## config.mk

```make
export PLATFORM = sky130hd
export DESIGN_NAME = outputc_arb
export DESIGN_NICKNAME = d
export VERILOG_FILES = /design/src/rtl/noc_pkg.sv /design/src/rtl/rr_arb.sv /design/src/rtl/outputc_arb.sv
export SDC_FILE = /design/constraint.sdc
export NUM_CORES = 1
export LEC_CHECK = 0
export CAP_MARGIN = 20
export CORE_UTILIZATION = 45
export DETAILED_ROUTE_END_ITERATION = 10
export GPL_TIMING_DRIVEN = 0
export PLACE_DENSITY = 0.77
export REMOVE_ABC_BUFFERS = 1
export SLEW_MARGIN = 20
export SYNTH_ARGS = -nofsm -noshare
export SYNTH_HDL_FRONTEND = slang
export SYNTH_SLANG_ARGS = --single-unit
```

## constraint.sdc

```tcl
create_clock -name clk -period 9.25 [get_ports clk]
set_input_delay 1.85 -clock clk [delete_from_list [all_inputs] [get_ports clk]]
set_output_delay 1.85 -clock clk [all_outputs]
set_load 0.01 [all_outputs]
```

## src/rtl/noc_pkg.sv

```systemverilog
// Shared NoC router parameters and types.
package noc_pkg;

  localparam int unsigned PORT_N    = 5;
  localparam int unsigned PORT_W    = 3;
  localparam int unsigned BUF_DEPTH = 4;

  typedef enum logic [0:0] {
    ARB_IDLE,
    ARB_LOCK
  } arb_state_e;

endpackage

```

## src/rtl/rr_arb.sv

```systemverilog
// Combinational N-way round-robin pick: first requester at or after ptr_i, wrapping.
module rr_arb #(
  parameter int unsigned N = 5,
  parameter int unsigned W = 3
) (
  input  logic [N-1:0] req_i,
  input  logic [W-1:0] ptr_i,
  output logic [N-1:0] gnt_o,
  output logic [W-1:0] idx_o,
  output logic         vld_o
);

  logic [W:0] pos;

  // Scan from ptr_i upward and take the first active request.
  always_comb begin
    gnt_o = '0;
    idx_o = '0;
    vld_o = 1'b0;
    pos   = '0;
    for (int unsigned k = 0; k < N; k++) begin
      pos = {1'b0, ptr_i} + (W+1)'(k);
      if (pos >= (W+1)'(N)) begin
        pos = pos - (W+1)'(N);
      end
      if (!vld_o && req_i[pos[W-1:0]]) begin
        vld_o              = 1'b1;
        gnt_o[pos[W-1:0]] = 1'b1;
        idx_o              = pos[W-1:0];
      end
    end
  end

endmodule

```

## src/rtl/outputc_arb.sv

```systemverilog
// Output-port allocator: wormhole lock per packet, round-robin across packets,
// credit-based flow control toward the downstream input buffer.
module outputc_arb
  import noc_pkg::*;
#(
  parameter int unsigned BUF_DEPTH_P = noc_pkg::BUF_DEPTH,
  localparam int unsigned CNT_W      = $clog2(BUF_DEPTH_P + 1)
) (
  input  logic              clk,
  input  logic              rst_n,
  input  logic [PORT_N-1:0] req_i,
  input  logic [PORT_N-1:0] flit_vld_i,
  input  logic [PORT_N-1:0] flit_tail_i,
  input  logic              credit_i,
  output logic [PORT_N-1:0] grant_o,
  output logic [PORT_W-1:0] grant_port_o,
  output logic              send_o,
  output logic [CNT_W-1:0]  credit_o,
  output logic              busy_o,
  output logic              err_o
);

  arb_state_e          state_q, state_d;
  logic [PORT_W-1:0]   owner_q, owner_d;
  logic [PORT_W-1:0]   rr_q, rr_d;
  logic [CNT_W-1:0]    credit_q, credit_d;
  logic                err_q, err_d;

  logic [PORT_N-1:0]   pick_gnt;
  logic [PORT_W-1:0]   pick_idx;
  logic                pick_vld;
  logic [PORT_N-1:0]   owner_oh;
  logic                locked;

  rr_arb #(
    .N (PORT_N),
    .W (PORT_W)
  ) u_rr_arb (
    .req_i (req_i),
    .ptr_i (rr_q),
    .gnt_o (pick_gnt),
    .idx_o (pick_idx),
    .vld_o (pick_vld)
  );

  // Owner decode and outputs; all zero while idle.
  always_comb begin
    locked   = (state_q == ARB_LOCK);
    owner_oh = '0;
    if (locked) begin
      owner_oh[owner_q] = 1'b1;
    end
    grant_o      = owner_oh;
    grant_port_o = locked ? owner_q : '0;
    busy_o       = locked;
    send_o       = locked && flit_vld_i[owner_q] && (credit_q != '0);
    credit_o     = credit_q;
    err_o        = err_q;
  end

  // Lock FSM: grant is registered; tail transfer releases and advances the pointer.
  always_comb begin
    state_d = state_q;
    owner_d = owner_q;
    rr_d    = rr_q;
    unique case (state_q)
      ARB_IDLE: begin
        if (pick_vld) begin
          owner_d = pick_idx;
          state_d = ARB_LOCK;
        end
      end
      ARB_LOCK: begin
        if (send_o && flit_tail_i[owner_q]) begin
          state_d = ARB_IDLE;
          rr_d    = (owner_q == PORT_W'(PORT_N - 1)) ? '0 : owner_q + 1'b1;
        end
      end
      default: state_d = ARB_IDLE;
    endcase
  end

  // Credit counter and sticky error.
  always_comb begin
    credit_d = credit_q;
    err_d    = err_q;
    if (send_o && !credit_i) begin
      credit_d = credit_q - 1'b1;
    end else if (credit_i && !send_o) begin
      if (credit_q == CNT_W'(BUF_DEPTH_P)) begin
        err_d = 1'b1;
      end else begin
        credit_d = credit_q + 1'b1;
      end
    end
    // Flit from a channel that neither owns the port nor requests it.
    if (locked && |(flit_vld_i & ~req_i & ~owner_oh)) begin
      err_d = 1'b1;
    end
  end

  // State registers.
  always_ff @(posedge clk or negedge rst_n) begin
    if (!rst_n) begin
      state_q  <= ARB_IDLE;
      owner_q  <= '0;
      rr_q     <= '0;
      credit_q <= CNT_W'(BUF_DEPTH_P);
      err_q    <= 1'b0;
    end else begin
      state_q  <= state_d;
      owner_q  <= owner_d;
      rr_q     <= rr_d;
      credit_q <= credit_d;
      err_q    <= err_d;
    end
  end

endmodule

```

==> results of run 1 <==
-- state kept, by name, indices dropped and copies added, names as in the netlist --
signal and cells:
owner_q 3, err_o 1, credit_o 3, busy_o 1, rr_q 3
-- layer usage --
layer  wire length, µm  vias to the layer above  global-route usage
met5                 0                        -                   0
met1              2280                      891               0.289
met3               199                       12              0.0203
met2              2400                       52               0.405
met4                95                        0              0.0931
li1                  -                      925                   -
-- area by class of cell --
cell class	instances	area (µm²)
well taps	50	62.6
fillers	388	1810
clock buffers	4	45.0
multi-input cells	192	1480
flip-flops and latches	11	277
repair buffers	31	310
inverters	20	75.1
-- through the flow --
stage	hold WS, ps	utilization	cells	instance area, µm²
6_report	475	0.554	308	2250
5_1_grt	491	0.554	308	2250
4_1_cts	479	0.554	308	2250
3_5_place_dp	467	0.543	304	2200
3_3_place_gp	456	0.543	304	2200
2_1_floorplan	505	-	223	1830
-- worst paths after layout --
path | startpoint | endpoint | depth (start not counted)
setup reg to reg | rr_q[0] | owner_q[0] | 9
setup / recovery | flit_vld_i[2] | send_o | 7
min in group asynchronous | rst_n | credit_o[0] | 1
hold / removal | err_o | err_o | 1
hold reg to reg | err_o | err_o | 1
max in group asynchronous | rst_n | rr_q[2] | 1
-- cells by family (layout without fill, tap and decap cells) --
logic type	after synthesis	count (layout)	synth area share
AO/OA/AOI/OAI	78	78	0.306
buffers and inverters	34	55	0.0884
flip-flops	11	11	0.144
multiplexers	12	12	0.0774
AND/OR/NAND/NOR	82	82	0.259
adder cells (fa/ha/maj)	14	14	0.0988
XOR/XNOR	6	6	0.0273
-- synthesized netlist by cell type, types with 3 or more instances --
cell type / instances / area, µm²
and2b_1: 3 / 22.5
buf_2: 4 / 20.0
nand2_1: 20 / 75.1
o311a_1: 3 / 30.0
o21ai_0: 11 / 55.1
mux2i_1: 7 / 70.1
buf_6: 4 / 45.0
nor3_1: 8 / 40.0
a211o_1: 4 / 35.0
clkbuf_1: 4 / 15.0
o211ai_1: 4 / 30.0
xnor2_1: 5 / 43.8
a31oi_1: 3 / 18.8
dfrtp_1: 10 / 250
nand3_1: 4 / 20.0
nand2b_1: 7 / 43.8
a211oi_1: 6 / 45.0
a21oi_1: 17 / 85.1
inv_1: 18 / 67.6
mux2_2: 3 / 33.8
ha_1: 12 / 150
nor2_1: 14 / 52.6
nor2b_1: 4 / 25.0
-- critical path, cell delays in order --
cell	delay, ps
clkdlybuf4s50_1	490
mux2i_1	90
o21ai_0	180
o311a_1	180
o21ai_0	150
inv_1	130
clkdlybuf4s50_1	540
==> results by group, run 1 <==
Status
  • Run status: finished clean

CTS
  • Clock Latency Late Sink: 240 ps
  • Max clock buf depth: 2
  • Post-CTS setup repair buffer count: 0
  • Root Buffer: clkbuf_8
  • Hold Buf Count CTS: 0
  • Htree depth: 1
  • Post-CTS sizing: 0
  • Reg clk slew, reported paths: approximately 50 ps
  • CTS sink count: 11
  • Cts bufs inserted: 3
  • CTS tree: done

STA
  • RSZ-0062 raised after global routing: no
  • Final min period: 5460 ps
  • Tightest Pin Transition: 863 ps
  • Final WS setup: 3790 ps
  • Final critical-path share of the clock period: 0.590
  • Worst relative slew slack: 0.421
  • Fmax: 0.183 GHz
  • Final Hold Viols: 0
  • Skew final: 6.09 ps
  • # setup viols final: 0
  • Max Slew Vio Count: 0
  • Setup TNS: 0 ps

Die
  • Core area: a little over 4000 µm²
  • Top Ports: 32
  • Die Footprint: roughly 4500 µm²
  • Die width: 67.4 µm
  • Starting density of the core: 0.474
  • Die Ht: 67.4 µm
  • # rows: 23

Synth
  • Avg Cell Area, Syn: 8.12 µm²
  • Yosys warning count: 0
  • FF+latch count, synth: 11
  • Synth Instances: 237
  • Ys async rst share: 1.00
  • Post-synth EDFFs: 0
  • Sequential share of the synthesized area: 0.144
  • Most used DFF post-synth: dfrtp_1
  • Mapped Area: 1920 µm²
  • Post-synth cell types: just over 70

Worst setup path
  • Arr. time, crit path: 3610 ps
  • CP endpoint kind: output port
  • CP Max Fanout: 3
  • Kind of critical path: in -> out
  • FF-to-FF setup slack: 5370 ps
  • Startpoint types: primary input
  • Req. time, crit path: 7400 ps

Cells and area
  • Nets: 291
  • Share of cells above drive strength 1: 0.109
  • Commonest non-fill, non-tap cell in the layout: clkdlybuf4s50_1
  • Most frequent cells in the layout: 31 x clkdlybuf4s50_1, 20 x nand2_1, 18 x inv_1
  • Area growth, synth to finish: 16.8%
  • Diodes inserted: 0

GRT
  • GRT Overall Usage: 0.231
  • First-pass GRT wire length: 7890 µm
  • Largest net degree at the start of global routing: 24
  • Initial antenna violation count: 0
  • Grt ovf: 0
  • Vias in the first global route: about 1700

Placed design
  • Place WS: 3800 ps
  • Gp weighted congestion: between 0.8 and 0.9
  • Dpl hpwl: 3740 µm
  • IO Port Bufs: 31

Drt
  • Via count: 1880
  • # DRC: 0
  • WL final: 4970 µm
  • WL/cell: 16.1 µm
  • Post-route ant nets: 0
  • Via density per instance: 6.10
  • Initial DRC Count: 150
  • First-pass iteration count of the detailed router: 4

Run
  • Max_cap viols: 0

Min path
  • Hold Path Class: reg -> reg
Power of run 1 is left out: the tool's default activity adds up to more than one toggle a clock period on the data nets, which glitch-free logic cannot reach.
==> inputs of run 2 (changes only) <==
clock period = 5.6 ns   (was 9.25 ns; I/O delays follow)
==> results of run 2 <==
The final DEF is identical to that of run 1. Status: finished clean.
Main changes from that run: setup slack after placement 3800 ps -> 1610 ps; setup slack after layout 3790 ps -> 1600 ps; register-to-register setup slack 5370 ps -> 1720 ps
Power of run 2 is left out for the same reason.
==> inputs of run 3 (changes only) <==
clock period = 4 ns   (was 5.6 ns; I/O delays follow)
==> results by group, run 3 (synthesized netlist as in run 1, its figures left out) <==
Worst setup path
  • Reg2reg start: rr_q[1]
  • Startpoint types: flip-flop
  • Arr. time, crit path: between 3000 and 4000 ps
  • Kind of critical path: reg -> reg
  • FF-to-FF path depth: 9 (unchanged)
  • FF-to-FF setup slack: 390 ps
  • CP endpoint kind: flip-flop
  • CP Max Fanout: 13 (+10)
  • End of the worst register-to-register path: owner_q[0]
  • Req. time, crit path: 4120 ps

CTS
  • Htree depth: 1 (unchanged)
  • Max clock buf depth: 2 (unchanged)
  • Post-CTS setup repair buffer count: 0 (unchanged)
  • Root Buffer: clkbuf_8
  • Clock Latency Late Sink: 240 ps (about the same)
  • CTS tree: done
  • Reg clk slew, reported paths: 50 ps (about the same)
  • Cts bufs inserted: 3 (unchanged)
  • CTS sink count: 11 (unchanged)

Die
  • Die Ht: 67.4 µm (unchanged)
  • # rows: 23 (unchanged)
  • Die Footprint: 4540 µm² (unchanged)
  • Core area: 4060 µm² (unchanged)
  • Starting density of the core: 0.474 (unchanged)
  • Die width: 67.4 µm (unchanged)
  • Top Ports: 32 (unchanged)

Min path
  • Hold_sp: err_o
  • Hold Path Class: reg -> reg
  • Worst Hold End: err_o
  • Hold path cells: 1 (unchanged)

GRT
  • First-pass GRT wire length: 7890 µm (unchanged)
  • GRT Overall Usage: 0.231 (unchanged)
  • Vias in the first global route: 1727 (unchanged)
  • Grt ovf: 0 (unchanged)
  • Initial antenna violation count: 0 (unchanged)
  • Largest net degree at the start of global routing: 24 (unchanged)

STA
  • Max Slew Vio Count: 0 (unchanged)
  • Tightest Pin Transition: 863 ps (unchanged)
  • Setup TNS: 0 ps (unchanged)
  • Worst relative slew slack: 0.421 (unchanged)
  • Final min period: 3610 ps
  • Fmax: 0.277 GHz
  • Skew final: 6.09 ps (+0.00150 ps)
  • # setup viols final: 0 (unchanged)
  • RSZ-0062 raised after global routing: no
  • Final Hold Viols: 0 (unchanged)
  • Final critical-path share of the clock period: 0.902

Placed design
  • Gp weighted congestion: 0.870 (unchanged)
  • IO Port Bufs: 31 (unchanged)
  • Dpl hpwl: 3740 µm (unchanged)

Drt
  • Initial DRC Count: 150 (unchanged)
  • Via density per instance: 6.10 (unchanged)
  • Via count: 1880 (unchanged)
  • WL/cell: 16.1 µm (unchanged)
  • Post-route ant nets: 0 (unchanged)
  • # DRC: 0 (unchanged)
  • First-pass iteration count of the detailed router: 4 (unchanged)
  • WL final: 4970 µm (unchanged)

Status
  • Run status: finished clean

Cells and area
  • Nets: 291 (unchanged)
  • Share of cells above drive strength 1: 0.112 (+0.00388)
  • Most frequent cells in the layout: 31 x clkdlybuf4s50_1, 20 x nand2_1, 18 x inv_1
  • Diodes inserted: 0 (unchanged)
  • Area growth, synth to finish: 16.8% (about the same)
  • Commonest non-fill, non-tap cell in the layout: clkdlybuf4s50_1

Run
  • Max_cap viols: 0 (unchanged)
-- run 3: what timing repair did --
item / CTS / global route
hold endpoints to repair: 0 / 0
setup endpoints to repair: 0 / 3
resized for setup: 0 / 1
hold buffers: 0 / 0
-- run 3: per-stage QoR --
| step | cells | hold slack [ps] | util | instance area (µm²) | setup WS, ps |
|---|---|---|---|---|---|
| floorplan | 223 | 504 | - | 1830 | 713 |
| global placement | 304 | 456 | 0.543 | 2200 | 159 |
| detailed placement | 304 | 467 | 0.543 | 2200 | 142 |
| CTS | 308 | 479 | 0.554 | 2250 | 136 |
| global route | 308 | 491 | 0.554 | 2250 | 139 |
| finish | 308 | 475 | 0.554 | 2250 | 391 |
-- run 3: layer usage --
metal	GRT usage	wire length, µm	vias to the layer above
met5	0	0	-
met4	0.0931	95	0
met3	0.0203	199	12
met2	0.405	2400	52
met1	0.289	2280	891
li1	-	-	925
-- run 3: area by class of cell --
type | instances | area [µm²]
repair buffers | 31 | 310
fillers | 390 | 1810
clock buffers | 4 | 45.0
multi-input cells | 192 | 1480
well taps | 50 | 62.6
flip-flops and latches | 11 | 278
inverters | 20 | 75.1
-- run 3: how the worst max path moves through the flow --
stage / cells past startpoint / endpoint / slack (ps) / start
final: 9 / owner_q[0] / 390 / rr_q[1]
after global routing: 12 / owner_q[0] / 140 / rr_q[0]
after CTS: 9 / owner_q[0] / 140 / rr_q[0]
after detailed placement: 9 / owner_q[0] / 140 / rr_q[0]
after global placement: 9 / owner_q[0] / 160 / rr_q[0]
after floorplan: 9 / owner_q[0] / 710 / rr_q[0]
-- run 3: worst max-delay path: stages (launching register included) --
cell      delay [ps]
dfrtp_1          670
inv_1            270
ha_1             550
and2_2           280
mux4_2           470
a211oi_2         330
nor4b_4          390
nor4b_4          280
a32o_1           180
nor4b_2           50
Power of run 3 is left out for the same reason.
